==> src/rtl/unit_clause_evaluator.sv <==
// Unit-clause detector for one SAT clause: flags a clause with exactly one active
// unassigned literal and reports that literal's variable and satisfying value.
module unit_clause_evaluator #(
  parameter  int VAR_PER_CLAUSE       = 5,
  parameter  int NUM_VARIABLE         = 128,
  localparam int VAR_PER_CLAUSE_INDEX = VAR_PER_CLAUSE - 1,
  localparam int VARIABLE_INDEX       = $clog2(NUM_VARIABLE) - 1
) (
  input  logic                                              clock,
  input  logic                                              reset_n,
  input  logic [VAR_PER_CLAUSE_INDEX:0]                     unassign,
  input  logic [VAR_PER_CLAUSE_INDEX:0]                     clause_mask,
  input  logic [VAR_PER_CLAUSE_INDEX:0]                     clause_pole,
  input  logic [VAR_PER_CLAUSE_INDEX:0][VARIABLE_INDEX:0]   variable,
  output logic                                              new_assignment,
  output logic [VARIABLE_INDEX:0]                           implied_variable,
  output logic                                              is_unit_clause
);

  logic [VAR_PER_CLAUSE_INDEX:0] cand;
  logic                          seen_one;
  logic                          seen_many;
  logic                          unit;
  logic                          sel_pole;
  logic [VARIABLE_INDEX:0]       sel_var;

  // Masked-out slots must neither count nor select, so filter before anything else.
  assign cand = unassign & clause_mask;

  // Population-count-equals-one via two sticky flags; the OR-select is exact
  // only when a single bit is set, which is why it is gated by unit below.
  always_comb begin
    // NOTE: every always_comb output gets a default first so no path infers a latch.
    seen_one  = 1'b0;
    seen_many = 1'b0;
    sel_pole  = 1'b0;
    sel_var   = '0;
    for (int i = 0; i < VAR_PER_CLAUSE; i++) begin
      if (cand[i]) begin
        seen_many = seen_many | seen_one;
        seen_one  = 1'b1;
        sel_pole  = sel_pole | clause_pole[i];
        sel_var   = sel_var | variable[i];
      end
    end
    unit = seen_one & ~seen_many;
  end

  always_ff @(posedge clock or negedge reset_n) begin
    if (!reset_n) begin
      is_unit_clause   <= 1'b0;
      new_assignment   <= 1'b0;
      implied_variable <= '0;
    end else begin
      // NOTE: registered state uses non-blocking assignments so all three outputs
      // update together from the same sampled inputs.
      is_unit_clause   <= unit;
      new_assignment   <= unit & sel_pole;
      implied_variable <= unit ? sel_var : '0;
    end
  end

endmodule

==> config.mk <==
export PLATFORM = sky130hd
export DESIGN_NAME = unit_clause_evaluator
export DESIGN_NICKNAME = d
export VERILOG_FILES = /design/src/rtl/unit_clause_evaluator.sv
export SDC_FILE = /design/constraint.sdc
export NUM_CORES = 1
export LEC_CHECK = 0
export CORE_MARGIN = 4
export CORE_UTILIZATION = 32
export DETAILED_ROUTE_END_ITERATION = 8
export PLACE_DENSITY = 0.84
export REMOVE_ABC_BUFFERS = 1
export SETUP_SLACK_MARGIN = 0.02
export SYNTH_ARGS = -nofsm -noshare
export SYNTH_HDL_FRONTEND = slang
export SYNTH_SLANG_ARGS = --single-unit
==> constraint.sdc <==
create_clock -name clock -period 1.63 [get_ports clock]
set_clock_uncertainty 0.15 [all_clocks]
set_input_delay 0.489 -clock clock [delete_from_list [all_inputs] [get_ports clock]]
set_output_delay 0.489 -clock clock [all_outputs]
set_load 0.02 [all_outputs]
Word-level counts from Yosys, hierarchy flattened
Index checks and enable logic that the tools add are counted.
{"block": "totals", "reg_bits": 9, "in_bits": 52, "output_inout_bits": 9, "elab_cells": 38}
{"block": "op_classes", "n_mux": 20, "bitwise_logic": 15}
{"operator": "7-bit two-way mux", "n": 6}
{"operator": "7-bit OR", "n": 4}
{"operator": "1-bit two-way mux", "n": 14}
{"operator": "1-bit OR", "n": 7}
{"operator": "5-bit AND", "n": 1}
{"operator": "1-bit AND", "n": 2}
{"operator": "1-bit inverter", "n": 1}

Logic depth before layout (Yosys ltp)
{"block": "depth", "ltp_word": 12, "depth_mapped": 5, "ltp_nobuf": 4}

Worst setup path after synthesis
No wires, ideal clock.
{"block": "synth_path", "kind": "input -> register", "from": "input port unassign[0]", "to": "register implied_variable[0]", "setup_time_ns": 0.078, "t_arrival_ns": 1.406, "required_ns": 1.402, "path_slack_ns": -0.004, "stages": 5, "n_path_buf": 1, "path_cell_list": "buf_2 > a22o_4 > nor4_4 > a31oi_2 > a21oi_1"}
{"block": "synth_between", "elab_chain_len": 12, "elab_cells_between_ends": 25, "cone_classes": "15 x mux; 10 x bitwise"}
{"item": "from (decl)", "line": "11", "text": "input logic [VAR_PER_CLAUSE_INDEX:0] unassign,"}
{"item": "5-bit AND *", "line": "28", "text": "assign cand = unassign & clause_mask;"}
{"item": "1-bit two-way mux (2 in series)", "line": "39", "text": "if (cand[i]) begin"}
{"item": "1-bit OR", "line": "40", "text": "seen_many = seen_many | seen_one;"}
{"item": "1-bit two-way mux", "line": "39"}
{"item": "1-bit OR", "line": "40"}
{"item": "1-bit two-way mux", "line": "39"}
{"item": "1-bit OR", "line": "40"}
{"item": "1-bit two-way mux", "line": "39"}
{"item": "1-bit inverter", "line": "46", "text": "unit = seen_one & ~seen_many;"}
{"item": "1-bit AND", "line": "46"}
{"item": "7-bit two-way mux *", "line": "59", "text": "implied_variable <= unit ? sel_var : '0;"}
{"item": "to (signal assigned)", "line": "59"}
{"item": "to (decl)", "line": "16", "text": "output logic [VARIABLE_INDEX:0] implied_variable,"}
Every way passes the cells marked *; elsewhere a longest branch is shown, timed or not.

Worst setup path in the final report
{"block": "layout_path", "from": "register implied_variable[4]", "to": "output port implied_variable[4]"}
No word-level cell between the ends.

==> impl_metrics.py <==
metrics = {
    "run_status": {
        "outcome": "finished clean",
    },
    "critical_path": {
        "crit_path_start_kind": "flip-flop",
        "required_ps": 990,
        "crit_buf_inv": 1,
        "max_stage_delay_ps": 360,
        "crit_fanout": 1,
        "critPathCaptureType": "primary output",
        "worstPathArrival_ps": 950,
        "critPathTopFamily": "flip-flops",
        "setup.worst_path.class": "reg2out",
        "path_cells": "dlygate4sd2_1",
        "cp_slowest_cell": "dfrtp_1",
    },
    "cts": {
        "cts_tree": "yes",
        "holdBufCountCts": 0,
        "clkSlewWorstSetupHoldPaths_ps": 60,
        "cts_root_buf": "clkbuf_4",
        "clock_sinks": 9,
        "htree_levels": 1,
        "clockBufferDepth": 2,
        "cts_buffers": 3,
    },
    "floorplanning": {
        "die_area_um2": 2860,
        "pin_count": 61,
        "fp-row-count": 16,
        "die_x_um": 53.5,
        "die_h_um": 53.5,
        "core-area_um2": 1960,
        "start_util": 0.338,
    },
    "power": {
        "peakVddDrop_v": 0.000328,
        "power.density_nw_per_um2": 553,
        "finalPower_mw": 0.806,
        "p_leak_nw": 0.614,
    },
    "timing": {
        "setup-violations-final": 0,
        "period_minus_slack_ps": 1590,
        "slew_viol_final": 0,
        "tightestPinTransition_ps": 372,
        "setup_ws_ps": 43.3,
        "hold_violations": 0,
        "setup_tns_ps": 0,
        "fin_crit_sh": 0.973,
        "timing.fmax_mhz": 630,
        "relSlewSlack": 0.751,
        "rsz0062_at_grt": "false",
    },
    "synth": {
        "synth_cell_types": 16,
        "synth_area_leader_cell": "dfrtp_1",
        "synth_area_um2": 663,
        "ys_top_cells_by_area": "dfrtp_1 34%, nand3_1 24%, a221oi_1 11%, a21oi_1 6.0%, buf_2 4.5%",
        "syn_inst": 79,
        "ys_ff_latch": 9,
        "synth.yosys.warnings": 0,
        "ys_seq_area_frac": 0.340,
        "yosysTopAreaCellShare": 0.340,
        "avgSynthCellArea_um2": 8.39,
    },
    "detailed_routing": {
        "ant_nets": 0,
        "drc": 0,
        "viasPerCell": 5.54,
        "drt_iter0_drc": 26,
        "avgRoutedWirePerCell_um": 16.6,
        "drtPass1Iterations": 4,
        "vias": 986,
        "wirelength_um": 2960,
    },
    "placed_design": {
        "place_ws_ps": -458,
        "hpwl_um": 2060,
        "routabilityCongestion": 0.762,
        "numPortBuffers": 60,
    },
    "final_layout": {
        "register_area_um2": 225,
        "drive_gt1_frac": 0.225,
        "fill_cells": 146,
        "area_delta_synth_final_pct": 120,
        "multi_input_area_um2": 475,
        "finish.utilization": 0.744,
        "final_net_count": 204,
        "num_antenna_cells": 0,
    },
    "global_route": {
        "track_usage": 0.231,
        "grt_max_degree": 10,
        "antenna_found_initial": 0,
        "grt_pass1_vias": 968,
        "grt_pass1_wl_um": 4610,
        "grt_overflow_total": 0,
    },
    "run": {
        "drv_cap": 0,
    },
    "hold_path": {
        "min_path_type": "in2async",
    },
}
## area by class of cell
class	instances	share of cell area
clock inverter	1	0.00343
tap	27	0.0232
clock buffer	3	0.0154
timing repair buffer	75	0.478
sequential	9	0.154
multi-input combinational	63	0.326
## per-layer routing
layer  up-vias  GRT usage  part of all wire
li1        448          -                 -
met2        68      0.386              0.50
met5         -          0                 0
met4         0      0.115             0.035
met1       457      0.263              0.37
met3        13     0.0704              0.10
## Yosys cell counts
cell        n
o2111ai_1   1
and2_1      2
a21oi_1     8
nand3_1    32
buf_2       6
nor2_1      1
a221oi_1    8
a22o_4      1
a31oi_2     1
nor4_4      1
dfrtp_1     9
nand2_2     1
nor2b_1     2
xor2_1      1
nand2_1     3
buf_6       2
## metrics by stage
step           area [um2]  hold slack, ps  std cells
6_report             1460             340        178
3_5_place_dp         1340             642        170
4_1_cts              1440             354        178
2_1_floorplan         611            43.4         71
3_3_place_gp         1340             638        170
5_1_grt              1460             363        178
## final timing paths
| path | to | depth (start not counted) | from |
|---|---|---|---|
| min in group clock | implied_variable[0] | 3 | variable[21] |
| max in group asynchronous | implied_variable[5] | 1 | reset_n |
| min | implied_variable[2] | 1 | reset_n |
| max | implied_variable[4] | 1 | implied_variable[4] |
## flip-flops by register name (all words and copies together) (netlist names)
name and flops:
is_unit_clause 1, implied_variable 7, new_assignment 1
## logic make-up (layout without fill, tap and decap cells)
logic type             count (synthesis)  in the layout  share of synthesized area
AO/OA/AOI/OAI                         19             20                      0.225
XOR/XNOR                               1              1                     0.0132
buffers and inverters                  8             79                     0.0792
flip-flops                             9              9                      0.340
AND/OR/NAND/NOR                       42             42                      0.343
## timing repair
| item | 4_1_cts | 5_1_grt |
|---|---|---|
| resized for setup | 36 | 9 |
| setup buffers | 2 | 0 |
| endpoints found under the setup margin | 18 | 9 |
| pin swaps | 9 | 0 |
| cloned | 2 | 0 |
## layout by cell type (no fill, tap or decap), types with 2 or more instances in the layout
| cell type | Yosys | routed |
|---|---|---|
| clkdlybuf4s50_1 | 0 | 41 |
| nand3_1 | 32 | 32 |
| buf_4 | 0 | 14 |
| dlygate4sd2_1 | 0 | 11 |
| dfrtp_1 | 9 | 9 |
| clkdlybuf4s15_1 | 0 | 8 |
| a221oi_1 | 8 | 7 |
| a21oi_1 | 8 | 7 |
| nand2_2 | 1 | 3 |
| clkbuf_4 | 0 | 3 |
| and2_4 | 0 | 2 |
| nor2b_4 | 0 | 2 |
| a31oi_4 | 0 | 2 |
## power by group
group | switching, mW | total, mW | internal, mW | leakage [nW]
Combinational | 0.165 | 0.371 | 0.205 | 0.477
Clock | 0.0917 | 0.183 | 0.0912 | 0.0177
Sequential | 0.00588 | 0.253 | 0.247 | 0.119
Total | 0.263 | 0.806 | 0.543 | 0.614
Power figures use the tool's default switching activity.
